===== src/rtl/updown_counter_n.sv =====
// Parametrised up/down counter over 0..MAX with wrap or saturate at the limits,
// synchronous clear, clamped parallel load and registered overflow/underflow pulses.
module updown_counter_n #(
  parameter int unsigned WIDTH    = 4,
  parameter int unsigned MAX      = 2**WIDTH - 1,
  parameter bit          SATURATE = 1'b0
) (
  input  logic             clk,
  input  logic             rstn,
  input  logic             clr,
  input  logic             load,
  input  logic [WIDTH-1:0] d_in,
  input  logic             E,
  input  logic             F,
  output logic [WIDTH-1:0] y_out,
  output logic             ovf,
  output logic             unf,
  output logic             at_max,
  output logic             at_min
);

  localparam logic [WIDTH-1:0] MaxVal = WIDTH'(MAX);

  logic [WIDTH-1:0] y_q, y_d;
  logic             ovf_q, ovf_d;
  logic             unf_q, unf_d;
  logic [WIDTH-1:0] cur;

  // An out-of-range count (unreachable) is treated as MAX when counting.
  assign cur = (y_q > MaxVal) ? MaxVal : y_q;

  always_comb begin
    y_d   = y_q;
    ovf_d = 1'b0;
    unf_d = 1'b0;
    if (clr) begin
      y_d = '0;
    end else if (load) begin
      y_d = (d_in > MaxVal) ? MaxVal : d_in;
    end else if (E) begin
      if (F) begin
        if (cur == MaxVal) begin
          ovf_d = 1'b1;
          y_d   = SATURATE ? MaxVal : '0;
        end else begin
          y_d = cur + WIDTH'(1);
        end
      end else begin
        if (cur == '0) begin
          unf_d = 1'b1;
          y_d   = SATURATE ? '0 : MaxVal;
        end else begin
          y_d = cur - WIDTH'(1);
        end
      end
    end
  end

  always_ff @(posedge clk or negedge rstn) begin
    if (!rstn) begin
      y_q   <= '0;
      ovf_q <= 1'b0;
      unf_q <= 1'b0;
    end else begin
      y_q   <= y_d;
      ovf_q <= ovf_d;
      unf_q <= unf_d;
    end
  end

  assign y_out  = y_q;
  assign ovf    = ovf_q;
  assign unf    = unf_q;
  assign at_max = (y_q == MaxVal);
  assign at_min = (y_q == '0);

endmodule


===== config.mk =====
export PLATFORM = sky130hd
export DESIGN_NAME = updown_counter_n
export DESIGN_NICKNAME = d
export VERILOG_FILES = /design/src/rtl/updown_counter_n.sv
export SDC_FILE = /design/constraint.sdc
export NUM_CORES = 1
export LEC_CHECK = 0
export ABC_AREA = 0
export CAP_MARGIN = 15
export CORE_AREA = 2 2 39 41
export CTS_BUF_LIST = sky130_fd_sc_hd__clkbuf_8 sky130_fd_sc_hd__clkbuf_16
export CTS_CLUSTER_DIAMETER = 120
export DETAILED_ROUTE_END_ITERATION = 16
export DIE_AREA = 0 0 41 43
export SLEW_MARGIN = 15
export SYNTH_ARGS = -nofsm -noshare
export SYNTH_HDL_FRONTEND = slang
export SYNTH_SLANG_ARGS = --single-unit

===== constraint.sdc =====
create_clock -name clk -period 2.4 [get_ports clk]
set_input_delay 0.24 -clock clk [delete_from_list [all_inputs] [get_ports clk]]
set_output_delay 0.24 -clock clk [all_outputs]
set_load 0.005 [all_outputs]

Yosys cells after proc, flatten, opt, wreduce, memory -nomap -nowiden:

Index checks and enable logic that the tools add are counted.

* logic and storage cells: 30
* input bits: 10
* memories kept: 0
* memory bits (read-only): 0
* bits in latches: 0
* memory bits (writable): 0
* output and inout port bits: 8
* register bits after elaboration: 6

* div/mod/pow operators: 0
* $lt $le $gt $ge: 2
* shift operators: 0
* reductions and logical operators: 3
* equal/unequal tests: 2
* $mul: 0
* add/sub/neg operators: 2
* muxes and demuxes: 18
* bitwise gates (word level): 0

Operators with widths (count)
* 2-to-1 mux 4 bit: 8
* 2-to-1 mux 1 bit: 10
* equality test 4 bit (second input constant): 2
* > comparator 4 bit (second input constant): 2
* logical NOT 4 bit: 2
* adder 4 x 1 -> 4 bit (second input constant): 1
* subtractor 4 x 1 -> 4 bit (second input constant): 1
* nonzero test 3 bit: 1

Logic depth before layout (Yosys ltp):

* word-level depth: 8
* mapped depth: 6
* gate-level depth less buffers: 6

Least setup slack after synthesis:

Ideal clock, no wire load.

* path type: register -> register
* start: register y_q[0] (netlist: y_out[0])
* end: register y_q[3] (netlist: y_out[3])
* cell stages (with the launch flop): 6
* clock period less this slack: 1.590 ns
* setup time: 0.094 ns
* arrival time: 1.496 ns
* setup slack: 0.810 ns
* required time: 2.306 ns
* buffers on the path: 0
* path through: dfrtp_1 -> ha_1 -> and3_1 -> and2_4 -> a211o_1 -> a221oi_2

* word-level cells in the longest chain between the ends: 8
* elaborated cells between the ends (all ways): 12
* classes of those cells: 2 x add/sub; 1 x order compare; 1 x eq/ne; 7 x mux; 1 x reduce/logical

Ends and longest elaborated chain
* start, declared: line 24 `logic [WIDTH-1:0] y_q, y_d;`
* start signal, assigned: line 65 `y_q <= y_d;`
* > comparator 4 bit: line 30 `assign cur = (y_q > MaxVal) ? MaxVal : y_q;`
* 2-to-1 mux 4 bit (*): line 30
* subtractor 4 x 1 -> 4 bit (tied with other cells): line 53 `y_d = cur - WIDTH'(1);`
* 2-to-1 mux 4 bit, on equally long branches: line 49, 42
* 2-to-1 mux 4 bit (*): line 41 `if (F) begin`
* 2-to-1 mux 4 bit (*): line 40 `end else if (E) begin`
* 2-to-1 mux 4 bit (*): line 38 `end else if (load) begin`
* 2-to-1 mux 4 bit (*): line 36 `if (clr) begin`

Every way passes the cells marked *; elsewhere a longest branch is shown, timed or not. The select of a mux whose other input is x is not followed.
A chain may end at the register's enable or synchronous reset.

Worst setup path in the final report:

* start: register y_q[0] (netlist: y_out[0])
* end: output port at_min

* word-level cells in the longest chain between the ends: 1

Ends and longest elaborated chain
* logical NOT 4 bit: line 75 `assign at_min = (y_q == '0);`
* end, declared: line 19 `output logic at_min`

Every way passes these cells.

==> impl.org <==
** Finish
- Final design instance area without fill :: 647 sq um
- Fill cells in the final layout number 146.
- In the final layout, the share of cells above drive strength 1 is 0.0938.
- Number of antenna cells inserted :: 0
- NumNets Final :: 78
- From synthesis to final layout, the design area changed by 54.3%.
- Number of non-filler instances in the completed layout :: 80

** Floorplanning
- Die Area :: 1760 sq um
- Row generation in the floorplan step produced 14 rows.
- Core Area :: 1380 sq um
- Die outline width :: 41 microns
- Die extent in y :: 43 microns
- Initial standard-cell utilization of the core :: 0.303
- During I/O placement, the number of pins put on the boundary was 18.

** Global routing
- Pin count of the biggest net entering global routing :: 10
- Total grt overflow :: 0
- Number of antenna violations at the first check in global routing :: 0
- Global-route wire length before repair :: 1500 microns
- Number of global-route vias before repair :: 370
- Aggregate global-route resource usage :: 0.133

** Routing
- In the routed design, unresolved DRC markers number 0.
- Post-DRT Antenna Nets :: 0
- Number of detailed-route iterations in the first pass :: 4
- Using the TritonRoute via totals, the vias-per-cell ratio works out to 4.81.
- DR vias :: 385
- Violation count after the first detailed-routing iteration :: 2
- Wire length reported by the detailed router :: 896 microns
- Wire per inst :: 11.2 microns

** Worst setup path
- STA classifies the critical path startpoint as a flop.
- The worst register-to-register path has a depth of 5.
- Worst-case register-to-register setup slack :: 0.71 ns
- Number of buffer and inverter instances along the worst setup path :: 2
- Standard cell with the maximum stage delay on the critical path :: sky130_fd_sc_hd__clkdlybuf4s50_1
- Worst-path cell chain :: inv_1 > ha_1 > nor3b_1 > clkdlybuf4s50_1
- For the worst setup path, the data required time is 2.16 ns.
- Highest net fanout along the worst path :: 7
- The endpoint identified for the worst register-to-register timing path is y_out[3].
- WP data arrival :: 1.75 ns
- The largest single stage delay on the critical path is 0.55 ns.
- STA classifies the critical path endpoint as an output pin.
- Path type of the worst setup path :: reg -> out
- The cell family contributing the most delay on the critical path is buffers and inverters.
- Reg-to-Reg Start :: y_out[0]

** Logic synthesis
- Post-Synthesis Cell Area :: 419 sq um
- The most used flip-flop cell after synthesis is sky130_fd_sc_hd__dfrtp_1.
- Nets in the synthesized netlist :: 57
- Sequential-to-total area share from yosys stat :: 0.358
- Number of synthesized flops with an enable pin :: 0
- The Yosys step of the flow raised 0 warnings.
- Area leader, netlist :: sky130_fd_sc_hd__dfrtp_1
- By area the synthesized netlist is led by sky130_fd_sc_hd__dfrtp_1 36%, sky130_fd_sc_hd__ha_1 6.0%, sky130_fd_sc_hd__nor3b_1 5.4%.
- The most common cell in the synthesized netlist is sky130_fd_sc_hd__dfrtp_1.
- Synthesized instance count :: 45
- Counting flops and latches in the post-synthesis netlist gives 6.
- Netlist cell types :: 23
- Post-synth ARST share :: 1.00
- Leading post-synthesis cells by instance count :: 6 x sky130_fd_sc_hd__dfrtp_1, 4 x sky130_fd_sc_hd__inv_1
- Each instance of the synthesized netlist takes up on average 9.31 sq um.
- Of the post-synthesis cell area, the dominant cell type holds 0.358.

** Timing
- The final number of hold-violating endpoints came to 0.
- Setup repair after global routing left no endpoint under its margin.
- Tightest slew margin relative to the limit :: 0.825
- Worst hold slack across all endpoints :: 0.249 ns
- Of the available clock period, the critical path in the final layout requires 0.828.
- Max Fclk :: 0.503 GHz
- For the pin with the worst max-slew slack, the measured transition is 0.262 ns.
- Clock skew on the completed layout was measured at 0.000489 ns.
- The smallest clock period supported by the final layout is computed as 1.99 ns.
- The number of slew-limit violations in the final report was 0.
- Setup total negative slack on the finished layout was measured at 0 ns.
- Post-route setup slack :: 0.413 ns
- Setup violations remaining at the end of the flow were counted as 0.

** Place
- DP Cell Count :: 77
- Global placement routability congestion :: 0.745
- The count of buffers added on input and output ports is 17.
- HPWL Detailed :: 694 microns
- DP Worst Slack :: 0.640 ns
- Summing all placed instances gives a cell area of 606 sq um.

** CTS
- Clock sink count :: 6
- The clock reaches the later pin of the worst-skew pair after 0.22 ns.
- Clock tree from TritonCTS :: done
- Cts bufs inserted :: 3
- CTS Hold Bufs :: 0
- Max H-tree Level :: 1
- The number of setup buffers added after CTS is 0.
- Clock Path Buffers :: 2
- Cell at the root of the clock tree :: sky130_fd_sc_hd__clkbuf_8
- Clock-pin slew on the worst setup and hold paths :: 0.03 ns
- Resize count post-CTS :: 0

** Status
- Outcome :: completed

** Flow run
- Across the run, the number of max-cap violations was 0.

** Power
- IR analysis of the VDD net gives a maximum drop of 433 uV.
- Dividing total power by cell area gives a power density of 538 nW/um^2.
- Leakage power of the design :: 0.274 nW

** Hold path
- Type of the worst min-delay path :: in -> async
-- cells by family (layout without fill, tap and decap cells) --
group	Yosys count	in the layout	synth area share
buffers and inverters	5	24	0.0448
AOI/OAI and AO/OA	11	11	0.194
muxes	2	2	0.0507
and+or+nand+nor	16	16	0.230
DFF	6	6	0.358
xor gates and xnor gates	3	3	0.0627
adders and majority gates	2	2	0.0597
-- worst max-delay path by stage --
stage          cells after the start      from  slack (ns)  endpoint
5_1_grt                            4  y_out[0]        0.28    at_min
2_1_floorplan                      5  y_out[0]        0.81  y_out[3]
6_report                           4  y_out[0]        0.41    at_min
3_5_place_dp                       4  y_out[0]        0.64    at_min
3_3_place_gp                       4  y_out[1]        0.67    at_min
4_1_cts                            4  y_out[0]        0.39    at_min
-- state kept, by name, summed over array words and instances (netlist names) --
register	count
y_out	4
ovf	1
unf	1
-- placed cells by master, fill, tap and decap left out --
cell / n
sky130_fd_sc_hd__clkdlybuf4s50_1: 17
sky130_fd_sc_hd__dfrtp_1: 6
sky130_fd_sc_hd__inv_1: 4
sky130_fd_sc_hd__nor3b_1: 3
sky130_fd_sc_hd__nor3_1: 3
sky130_fd_sc_hd__a21oi_1: 3
sky130_fd_sc_hd__nor2b_1: 3
sky130_fd_sc_hd__clkbuf_8: 3
sky130_fd_sc_hd__nand2b_1: 2
sky130_fd_sc_hd__nand2_1: 2
sky130_fd_sc_hd__xnor2_1: 2
sky130_fd_sc_hd__o21a_1: 2
sky130_fd_sc_hd__o21ai_0: 2
sky130_fd_sc_hd__ha_1: 2
sky130_fd_sc_hd__and3_1: 1
sky130_fd_sc_hd__and2_4: 1
sky130_fd_sc_hd__mux2_2: 1
sky130_fd_sc_hd__mux2i_1: 1
sky130_fd_sc_hd__nand3_1: 1
sky130_fd_sc_hd__xor2_1: 1
sky130_fd_sc_hd__a211o_1: 1
sky130_fd_sc_hd__o21bai_1: 1
sky130_fd_sc_hd__a41o_1: 1
sky130_fd_sc_hd__a221oi_2: 1
-- power by group --
group | internal, mW | leakage [nW] | switching (mW)
clock | 0.107 | 0.0216 | 0.0404
combinational | 0.0511 | 0.172 | 0.0317
sequential | 0.107 | 0.0799 | 0.0100
total | 0.266 | 0.274 | 0.0821
-- worst register-to-register path: stages (launching register included) --
cell	delay, ns
sky130_fd_sc_hd__dfrtp_1	0.44
sky130_fd_sc_hd__ha_1	0.24
sky130_fd_sc_hd__and3_1	0.20
sky130_fd_sc_hd__and2_4	0.16
sky130_fd_sc_hd__a211o_1	0.27
sky130_fd_sc_hd__a221oi_2	0.28
-- through the flow --
step / util / total power [mW]
floorplan: - / 0.158
global placement: 0.438 / 0.203
detailed placement: 0.438 / 0.202
CTS: 0.467 / 0.354
global route: 0.467 / 0.368
finish: 0.467 / 0.348
-- per-layer routing --
metal / vias to the layer above / routed length [microns] / track usage
met4: 0 / 36 / 0.120
met2: 15 / 412 / 0.197
met5: - / 0 / 0
met1: 170 / 398 / 0.148
li1: 196 / - / -
met3: 4 / 49 / 0.0314
-- cell type report --
class	count	area, sq um	share of cell area
Multi-Input combinational cell	34	250	0.387
Timing Repair Buffer	17	170	0.263
Sequential cell	6	150	0.232
Clock buffer	3	41.3	0.0638
Tap cell	16	20.0	0.0309
Inverter	4	15.0	0.0232
Note: power is estimated with default switching activity, not from simulation.
